$ cat config.mk
export PLATFORM = sky130hd
export DESIGN_NAME = uart_rx_param
export DESIGN_NICKNAME = d
export VERILOG_FILES = /design/src/rtl/uart_rx_param.sv
export SDC_FILE = /design/constraint.sdc
export NUM_CORES = 1
export LEC_CHECK = 0
export BUFFER_PORTS_ARGS = -buffer_cell sky130_fd_sc_hd__buf_2
export CAP_MARGIN = 20
export CORE_MARGIN = 2
export CORE_UTILIZATION = 61
export CTS_CLUSTER_DIAMETER = 40
export DETAILED_ROUTE_END_ITERATION = 6
export HOLD_SLACK_MARGIN = 0.03
export PLACE_DENSITY_LB_ADDON = 0.12
export SLEW_MARGIN = 30
export SYNTH_ARGS = -nofsm -noshare
export SYNTH_HDL_FRONTEND = slang
export SYNTH_SLANG_ARGS = --single-unit
$ cat constraint.sdc
create_clock -name clk -period 2.85 [get_ports clk]
set_clock_uncertainty 0.05 [all_clocks]
set_input_delay 0.1425 -clock clk [delete_from_list [all_inputs] [get_ports clk]]
set_output_delay 0.1425 -clock clk [all_outputs]
set_load 0.02 [all_outputs]
$ cat src/rtl/uart_rx_param.sv
// Parametrised UART receiver: 2-FF line synchroniser, mid-bit sampling FSM and a
// valid/ready output stage with frame, parity and overrun flags. Optional parity via UART_RX_PARITY_EN.
module uart_rx_param #(
  parameter int CLK_DIV    = 100,
  parameter int DATA_BITS  = 8,
  parameter int STOP_BITS  = 1,
  parameter bit PARITY_ODD = 1'b0
) (
  input  logic                 clk,
  input  logic                 i_rst_n,
  input  logic                 i_rxd,
  output logic [DATA_BITS-1:0] o_data,
  output logic                 o_valid,
  input  logic                 i_ready,
  output logic                 o_frame_err,
  output logic                 o_par_err,
  output logic                 o_overrun,
  output logic                 o_busy
);

  if (CLK_DIV < 4 || CLK_DIV > 4095 || DATA_BITS < 5 || DATA_BITS > 9 ||
      STOP_BITS < 1 || STOP_BITS > 2 || PARITY_ODD > 1'b1) begin : g_bad_param
    $error("uart_rx_param: parameter out of range");
  end

  localparam logic [11:0] BIT_LAST  = 12'(CLK_DIV - 1);
  localparam logic [11:0] HALF_LAST = 12'(CLK_DIV / 2 - 1);
  localparam logic [3:0]  DATA_LAST = 4'(DATA_BITS - 1);
  localparam logic [3:0]  STOP_LAST = 4'(STOP_BITS - 1);

  typedef enum logic [2:0] {
    S_IDLE,
    S_START,
    S_DATA,
`ifdef UART_RX_PARITY_EN
    S_PARITY,
`endif
    S_STOP,
    S_DELIVER
  } state_t;

  // Handshake: o_data/flags are stable while o_valid=1; a word transfers in any cycle
  // with o_valid && i_ready, and o_valid drops on the following edge unless a new word loads.

  logic [1:0]           rst_sync_q;
  logic                 rst_n;
  logic                 rxd_m_q;
  logic                 rxd_s_q;
  state_t               state_q;
  logic [11:0]          bcnt_q;
  logic [3:0]           bitidx_q;
  logic [DATA_BITS-1:0] shift_q;
  logic                 ferr_acc_q;
  logic                 armed_q;
  logic [DATA_BITS-1:0] data_q;
  logic                 valid_q;
  logic                 ferr_q;
  logic                 ovr_q;

  always_ff @(posedge clk or negedge i_rst_n) begin
    if (!i_rst_n) rst_sync_q <= 2'b00;
    else          rst_sync_q <= {rst_sync_q[0], 1'b1};
  end
  assign rst_n = rst_sync_q[1];

  always_ff @(posedge clk or negedge rst_n) begin
    if (!rst_n) begin
      rxd_m_q <= 1'b1;
      rxd_s_q <= 1'b1;
    end else begin
      rxd_m_q <= i_rxd;
      rxd_s_q <= rxd_m_q;
    end
  end

`ifdef UART_RX_PARITY_EN
  logic parbit_q;
  logic perr_q;
  assign o_par_err = perr_q;
`else
  assign o_par_err = 1'b0;
`endif

  // armed_q blocks a restart until the line has been seen idle high, so a held-low
  // (break) line produces exactly one frame.
  always_ff @(posedge clk or negedge rst_n) begin
    if (!rst_n) begin
      state_q    <= S_IDLE;
      bcnt_q     <= '0;
      bitidx_q   <= '0;
      shift_q    <= '0;
      ferr_acc_q <= 1'b0;
      armed_q    <= 1'b0;
      data_q     <= '0;
      valid_q    <= 1'b0;
      ferr_q     <= 1'b0;
      ovr_q      <= 1'b0;
`ifdef UART_RX_PARITY_EN
      parbit_q   <= 1'b0;
      perr_q     <= 1'b0;
`endif
    end else begin
      if (valid_q && i_ready) begin
        valid_q <= 1'b0;
        ferr_q  <= 1'b0;
        ovr_q   <= 1'b0;
`ifdef UART_RX_PARITY_EN
        perr_q  <= 1'b0;
`endif
      end
      case (state_q)
        S_IDLE: begin
          if (rxd_s_q) begin
            armed_q <= 1'b1;
          end else if (armed_q) begin
            armed_q <= 1'b0;
            bcnt_q  <= '0;
            state_q <= S_START;
          end
        end
        S_START: begin
          if (bcnt_q == HALF_LAST) begin
            bcnt_q   <= '0;
            bitidx_q <= '0;
            state_q  <= rxd_s_q ? S_IDLE : S_DATA;
          end else begin
            bcnt_q <= bcnt_q + 12'd1;
          end
        end
        S_DATA: begin
          if (bcnt_q == BIT_LAST) begin
            bcnt_q  <= '0;
            shift_q <= {rxd_s_q, shift_q[DATA_BITS-1:1]};
            if (bitidx_q == DATA_LAST) begin
              bitidx_q   <= '0;
              ferr_acc_q <= 1'b0;
`ifdef UART_RX_PARITY_EN
              state_q    <= S_PARITY;
`else
              state_q    <= S_STOP;
`endif
            end else begin
              bitidx_q <= bitidx_q + 4'd1;
            end
          end else begin
            bcnt_q <= bcnt_q + 12'd1;
          end
        end
`ifdef UART_RX_PARITY_EN
        S_PARITY: begin
          if (bcnt_q == BIT_LAST) begin
            bcnt_q   <= '0;
            parbit_q <= rxd_s_q;
            state_q  <= S_STOP;
          end else begin
            bcnt_q <= bcnt_q + 12'd1;
          end
        end
`endif
        S_STOP: begin
          if (bcnt_q == BIT_LAST) begin
            bcnt_q <= '0;
            if (!rxd_s_q) ferr_acc_q <= 1'b1;
            if (bitidx_q == STOP_LAST) begin
              state_q <= S_DELIVER;
            end else begin
              bitidx_q <= bitidx_q + 4'd1;
            end
          end else begin
            bcnt_q <= bcnt_q + 12'd1;
          end
        end
        S_DELIVER: begin
          state_q <= S_IDLE;
          if (!valid_q || i_ready) begin
            data_q  <= shift_q;
            ferr_q  <= ferr_acc_q;
            valid_q <= 1'b1;
            ovr_q   <= 1'b0;
`ifdef UART_RX_PARITY_EN
            perr_q  <= ((^shift_q) ^ parbit_q) != PARITY_ODD;
`endif
          end else begin
            ovr_q <= 1'b1;
          end
        end
        default: state_q <= S_IDLE;
      endcase
    end
  end

  assign o_data      = data_q;
  assign o_valid     = valid_q;
  assign o_frame_err = ferr_q;
  assign o_overrun   = ovr_q;
  assign o_busy      = (state_q != S_IDLE);

endmodule

==> results.toml, run 1 <==
[status]
status = "finished, final reports clean"

[layout]
drive_gt1_share_pct = 24.0
final_core_util_pct = 70.4
antenna_cells = 0
nets = 215
multiInputGateArea_um2 = 915
seqCellArea_um2 = 1100
area_growth_pct = 11.3
fill_cells = 247
fin_cells = 254

[floorplan]
die_area_um2 = 3920
die_width_um = 62.6
rows = 21
start_util_pct = 63.3
fp.dieH_um = 62.6
io_pins = 17
coreArea_um2 = 3310

[critical_path]
cp.arrival_ns = 2.50
crit_path_end_kind = "flop"
cp.required_ns = 3.02
worstPathMaxFanout = 11
start_kind = "flop"
ff2ff_path_depth = 6
path_class = "flop to flop"

[place]
portBuffers = 15
hpwl_um = 2850
finalWeightedCongestion = 0.809
place_inst = 243

[sta]
slew_headroom_pct = 61.8
tns_ns = 0
worst_pin_slew_ns = 0.568
fin_crit_sh_pct = 81.5
period_needed_ns = 2.32
setup_violations = 0
maxSlewViolCount = 0
hold_violations = 0
timing.fmax_mhz = 430
rsz0062_at_grt = "false"

[route]
wl_um = 4000
drt_iter0_markers = 82
first_pass_iters = 5
vias = 1515
antenna_left = 0
viasPerCell = 5.96
routedWlPerCell_um = 15.8
drc = 0

[yosys]
avgSynthCellArea_um2 = 11.3
netlist_instances = 186
synth_area_leaders = "dfrtp_1, mux2_2, o21ai_0"
synth-edff-count = 0
synth_nets = 194
ys_ff_latch = 44
synth_area_um2 = 2090
postSynth.asyncResetShare_pct = 100
synth_top_area_share_pct = 50.2
yosysUniqueCellTypes = 48
synth_seq_area_share_pct = 52.7
yosys_warnings = 0
synthFlopType = "dfrtp_1"
yosysTopAreaCell = "dfrtp_1"

[clock_network]
cts.reportedPaths.clkPinSlew_ns = 0.12
cts_buffer_depth = 2
clk_latency_ns = 0.35
post-cts-setup-buffer-count = 0
h-tree-depth = 2
cts_tree = "yes"
cts_repair_resize_count = 0
cts_buffers = 5
clockRootBuffer = "clkbuf_4"
cts_sinks = 44

[job]
cap_violations = 0

[power]
vdd_drop_max_mv = 0.746
power_leakage_nw = 1.13
power_density_nw_per_um2 = 831
fin_total_pwr_w = 0.00194

[min_path]
hp-class = "primary input to async pin"

[global_routing]
grt_usage_pct = 23.1
overflow = 0
grt_first_pass_wirelength_um = 7090
grt_pass1_vias = 1548
antenna_found_initial = 0
grt_max_degree = 43
==> synth_stat cells, types with 2 or more instances <==
cell type and instances:
o41ai_1 2, dfrtp_1 42, nand2b_1 3, and3_1 2, ha_1 4, a31oi_1 3, and4b_1 2, o21ai_1 5
nor3_1 4, nand4_1 2, nand3_1 11, buf_4 2, mux2i_1 4, a22o_1 2, or3_1 4, o21ai_0 12
a21oi_1 7, inv_1 11, nor2_2 2, a211oi_1 2, nand2_1 8, nor2_1 7, conb_1 2, dfstp_2 2
xor2_1 2, mux2_2 17
==> repair_timing <==
item | in CTS | in global routing
hold endpoints to repair | 4 | 0
hold buffers | 3 | 0
setup endpoints to repair | 0 | 0
==> power breakdown <==
group | switching [W] | internal, W | leakage (nW)
clock network | 0.000193 | 0.000274 | 0.0525
logic | 0.000404 | 0.000250 | 0.483
registers | 0.000117 | 0.000698 | 0.592
total | 0.000715 | 0.00122 | 1.13
==> worst paths after layout <==
| check | start | slack, ns | end |
|---|---|---|---|
| setup / recovery | bcnt_q[0]$_DFFE_PN0P_ | 0.53 | bitidx_q[3]$_DFFE_PN0P_ |
| hold reg to reg | rst_sync_q[1]$_DFF_PN0_ | 0.27 | o_data[5]$_DFFE_PN0P_ |
| min in group clk | rxd_m_q$_DFF_PN1_ | 0.32 | rxd_s_q$_DFF_PN1_ |
| max in group asynchronous | rst_sync_q[1]$_DFF_PN0_ | 2.12 | rxd_m_q$_DFF_PN1_ |
| setup reg to reg | bcnt_q[0]$_DFFE_PN0P_ | 0.53 | bitidx_q[3]$_DFFE_PN0P_ |
| hold / removal | i_rst_n | 0.05 | rst_sync_q[1]$_DFF_PN0_ |
==> cell usage in the layout, fill, tap and decap left out, drive strengths merged, types with 4 or more instances in the layout <==
cell / instances
o21ai: 17
buf: 16
nand2: 8
dfrtp: 42
nor3: 4
nor2: 10
nand3: 12
clkbuf: 6
mux2i: 4
inv: 11
mux2: 18
or3: 4
ha: 4
a21oi: 7
==> logic make-up (layout without fill, tap and decap cells) <==
logic type	Yosys count	count (layout)	synth area share [%]
mux	22	22	11.6
compound gates	42	42	13.0
xor+xnor	2	2	0.836
simple gates	54	54	15.5
other cells	2	2	0.359
flops	44	44	52.7
fa+ha+maj	4	4	2.39
buf+inv	16	38	3.64
==> final cells by class <==
cell class / instances / share of cell area [%]
clock buffers: 6 / 1.77
clock inverters: 2 / 2.58
well taps: 46 / 2.47
multi-input cells: 126 / 39.2
inverters: 11 / 1.77
repair buffers: 19 / 4.83
flip-flops and latches: 44 / 47.3
==> metrics by stage <==
step           worst slack [ns]  cell area (µm²)  hold slack [ns]
2_1_floorplan             0.960             2090           -0.203
3_3_place_gp              0.745             2200           -0.124
3_5_place_dp              0.570             2200           -0.112
4_1_cts                   0.527             2330           0.0341
5_1_grt                   0.330             2330           0.0451
6_report                  0.526             2330           0.0453
==> registers in the layout, summed over array words and instances (netlist names), 2 cells and up <==
register,count
bcnt_q,12
bitidx_q,4
o_data,8
rst_sync_q,2
shift_q,8
state_q,3
==> worst max-delay path, cell delays in order (launching register included) <==
cell	delay, ns
dfrtp_1	0.48
ha_1	0.27
and4b_1	0.23
nand3_1	0.11
a22oi_2	0.46
nand2_1	0.24
o41ai_1	0.36
==> metal layers <==
layer	wire length [µm]	vias up	track usage, %
met2	2010	58	39.2
met4	72	0	9.72
met5	0	-	0
met3	184	12	3.60
li1	-	715	-
met1	1740	730	29.5
(Power assumes the default switching activity.)
==> run 2: changes to the inputs <==
- CORE_UTILIZATION: 61 -> 58
- clock period: 2.85 -> 2.4 ns (I/O delays scaled with it)
==> results.toml, run 2 (same netlist as run 1, synthesis figures left out) <==
[status]
status = "finished, final reports clean"

[sta]
maxSlewViolCount = 0
hold_violations = 0
slew_headroom_pct = 63.4
rsz0062_at_grt = "false"
worst_pin_slew_ns = 0.542
hold_slack_ns = 0.246
fin_crit_sh_pct = 90.3
period_needed_ns = 2.17
timing.fmax_mhz = 461
tns_ns = 0
setup_violations = 0

[layout]
largest_register_ffs = 12
drive_gt1_share_pct = 24.6
top_register = "bcnt_q"
nets = 218
layout_commonest_cell = "dfrtp_1"
area_growth_pct = 12.5
antenna_cells = 0
fin_cells = 257
layout_common_cells = "dfrtp_1, mux2_2, buf_2"

[job]
cap_violations = 0

[critical_path]
start_kind = "flop"
cp.arrival_ns = 2.37
crit_path_end_kind = "flop"
path_class = "flop to flop"
cp.required_ns = 2.61
worstPathMaxFanout = 15

[clock_network]
cts_buffer_depth = 2
cts_buffers = 5
h-tree-depth = 2
cts_tree = "yes"
cts_sinks = 44
cts.reportedPaths.clkPinSlew_ns = 0.12
clockRootBuffer = "clkbuf_4"
cts_repair_resize_count = 0
clk_latency_ns = 0.36

[global_routing]
grt_pass1_vias = 1441
grt_max_degree = 43
grt_first_pass_wirelength_um = 6620
met2_usage_pct = 33.1
use_met3_pct = 4.75
grt_usage_pct = 20.7
grt_use_met1_pct = 27.7
grt-busiest-layer = "met2"
overflow = 0
antenna_found_initial = 0

[place]
finalWeightedCongestion = 0.869
place_inst = 245
portBuffers = 15
hpwl_um = 2610

[floorplan]
coreArea_um2 = 3390
io_pins = 17
rows = 21
die_width_um = 64.1
fp.dieH_um = 64.1
die_area_um2 = 4110
start_util_pct = 61.8

[route]
antenna_left = 0
routedWlPerCell_um = 14.5
drt_iter0_markers = 114
viasPerCell = 5.77
wl_um = 3720
drc = 0
first_pass_iters = 4
vias = 1482

[power]
fin_total_pwr_w = 0.00230
vdd_drop_max_mv = 0.574
seq_power_share_pct = 41.6
p_sw_share_pct = 36.1
combPwrFrac_pct = 34.2
p_clk_share_pct = 24.2
switching_power_w = 0.000830
power_density_nw_per_um2 = 976
power_leakage_nw = 1.14
p_int_w = 0.00147

[min_path]
hp-class = "flop to async pin"
run 2: routing by layer:
layer,vias to the layer above,wire length (µm)
li1,724,-
met1,724,1720
met2,28,1810
met3,6,121
met4,0,66
met5,-,0
run 2: repair_timing:
action,CTS,global route
setup buffers,0,0
hold buffers,4,0
hold endpoints to repair,5,0
run 2: cell type report:
cell class	count	area, µm²
Tap cell	46	57.6
Clock buffer	6	41.3
Sequential cell	44	1100
Clock inverter	2	60.1
Fill cell	272	1030
Multi-Input combinational cell	126	915
Timing Repair Buffer	22	138
Inverter	11	41.3
run 2: critical path: stages, from the launching register on:
cell	delay [ns]
dfrtp_1	0.49
ha_1	0.29
and4b_1	0.24
nand3_1	0.11
a22o_2	0.38
nor2_2	0.18
mux2_1	0.33
run 2: power by group through the flow:
stage / clock network [W] / registers, W / logic [W]
after CTS: 0.000572 / 0.000954 / 0.000786
after detailed placement: 0 / 0.000968 / 0.000779
final: 0.000558 / 0.000956 / 0.000786
after floorplan: 0 / 0.000953 / 0.000632
after global routing: 0.000596 / 0.000976 / 0.000883
after global placement: 0 / 0.000957 / 0.000753
run 2: final timing paths:
kind                                              start                       to  slack [ns]  depth (start not counted)
worst max-delay path              bcnt_q[0]$_DFFE_PN0P_   state_q[0]$_DFFE_PN0P_        0.23                          6
max in group asynchronous                       i_rst_n  rst_sync_q[1]$_DFF_PN0_        1.64                          3
worst min register to register  rst_sync_q[1]$_DFF_PN0_   bcnt_q[10]$_DFFE_PN0P_        0.25                          1
worst min-delay path            rst_sync_q[1]$_DFF_PN0_   bcnt_q[10]$_DFFE_PN0P_        0.25                          1
min in group clk                      rxd_m_q$_DFF_PN1_        rxd_s_q$_DFF_PN1_        0.32                          0
worst max register to register    bcnt_q[0]$_DFFE_PN0P_   state_q[0]$_DFFE_PN0P_        0.23                          6
run 2: through the flow:
stage	area, µm²	setup slack (ns)	util [%]
floorplan	2090	0.510	-
global placement	2210	0.364	65.3
detailed placement	2210	0.257	65.3
CTS	2360	0.237	69.5
global route	2360	0.0472	69.5
finish	2360	0.233	69.5
==> run 3: changes to the inputs <==
- CORE_ASPECT_RATIO: not set -> 1.5
==> results.toml, run 3 (same netlist as run 1, synthesis figures left out) <==
[clock_network]
h-tree-depth = 2
cts_sinks = 44
cts_buffer_depth = 2
post-cts-setup-buffer-count = 0
cts.reportedPaths.clkPinSlew_ns = 0.08
clockRootBuffer = "clkbuf_8"
cts_tree = "yes"
clk_latency_ns = 0.29
cts_buffers = 5

[route]
wl_um = 4110
viasPerCell = 5.99
drc = 0
antenna_left = 0
drt_iter0_markers = 61
routedWlPerCell_um = 16.3
vias = 1510
first_pass_iters = 4

[critical_path]
cp.arrival_ns = 2.32
cp.required_ns = 2.53
start_kind = "flop"
worstPathMaxFanout = 15
path_class = "flop to flop"
crit_path_end_kind = "flop"

[sta]
fin_crit_sh_pct = 91.3
maxSlewViolCount = 0
rsz0062_at_grt = "false"
tns_ns = 0
slew_headroom_pct = 65.2
period_needed_ns = 2.19
hold_violations = 0
timing.fmax_mhz = 456
worst_pin_slew_ns = 0.521
setup_violations = 0

[global_routing]
antenna_found_initial = 0
grt_pass1_vias = 1515
overflow = 0
grt_first_pass_wirelength_um = 6800
grt_usage_pct = 22.6
grt_max_degree = 43

[power]
power_density_nw_per_um2 = 981
power_leakage_nw = 1.14
vdd_drop_max_mv = 0.691
fin_total_pwr_w = 0.00231

[place]
hpwl_um = 2950
finalWeightedCongestion = 0.798
portBuffers = 15

[floorplan]
fp.dieH_um = 77.6
start_util_pct = 60.7
die_area_um2 = 4120
coreArea_um2 = 3450
rows = 26
die_width_um = 53.1
io_pins = 17

[layout]
drive_gt1_share_pct = 25.2
nets = 217
layout_common_cells = "dfrtp_1, mux2_2, buf_2"
largest_register_ffs = 12
area_growth_pct = 12.2
antenna_cells = 0
top_register = "bcnt_q"
layout_commonest_cell = "dfrtp_1"

[status]
status = "finished, final reports clean"

[job]
cap_violations = 0

[min_path]
hp-class = "primary input to async pin"
-- run 3: stage by stage --
step	area (µm²)	setup slack [ns]	util [%]	hold WS [ns]	instances
6_report	2350	0.208	68.2	0.0858	252
2_1_floorplan	2090	0.510	-	-0.226	186
3_5_place_dp	2210	0.237	64.1	-0.145	241
5_1_grt	2350	0.0798	68.2	0.103	252
3_3_place_gp	2210	0.346	64.1	-0.146	241
4_1_cts	2350	0.220	68.2	0.0714	252
-- run 3: worst max-delay path, cell delays in order (launching register included) --
cell and delay [ns]:
dfrtp_1 0.47, ha_1 0.27, and4b_1 0.24, nand3_1 0.12, a22o_2 0.38, nor2_2 0.20, mux2_1 0.34
-- run 3: what timing repair did --
| item | in CTS | in global routing |
|---|---|---|
| gates resized for setup | 0 | 0 |
| hold buffers | 3 | 0 |
| endpoints found under the hold margin | 4 | 0 |
-- run 3: final cells by class --
class / instances / area, µm²
clock buffer: 5 / 68.8
clock inverter: 3 / 42.5
fill: 272 / 1100
inverter: 11 / 41.3
multi-input combinational: 126 / 915
sequential: 44 / 1100
tap: 42 / 52.6
timing repair buffer: 21 / 128
-- run 3: final timing paths --
kind,start,endpoint,slack [ns],depth (start not counted)
max,bcnt_q[0]$_DFFE_PN0P_,state_q[0]$_DFFE_PN0P_,0.21,6
min,i_rst_n,rst_sync_q[1]$_DFF_PN0_,0.09,2
max reg2reg,bcnt_q[0]$_DFFE_PN0P_,state_q[0]$_DFFE_PN0P_,0.21,6
min reg2reg,rst_sync_q[1]$_DFF_PN0_,armed_q$_DFFE_PN0P_,0.26,1
max in group asynchronous,rst_sync_q[1]$_DFF_PN0_,shift_q[0]$_DFFE_PN0P_,1.68,1
min in group clk,rxd_m_q$_DFF_PN1_,rxd_s_q$_DFF_PN1_,0.31,0
-- run 3: layer usage --
layer / global-route usage (%) / wire length [µm] / part of all wire [%] / vias up
li1: - / - / - / 716
met1: 24.9 / 1640 / 40 / 770
met2: 40.4 / 2300 / 56 / 18
met3: 4.62 / 91 / 2.2 / 6
met4: 9.49 / 78 / 1.9 / 0
met5: 0 / 0 / 0 / -
-- run 3: power by group --
part / switching [W] / total (W) / internal [W]
Sequential: 0.000123 / 0.000953 / 0.000829
Clock: 0.000247 / 0.000555 / 0.000308
Combinational: 0.000483 / 0.000798 / 0.000316
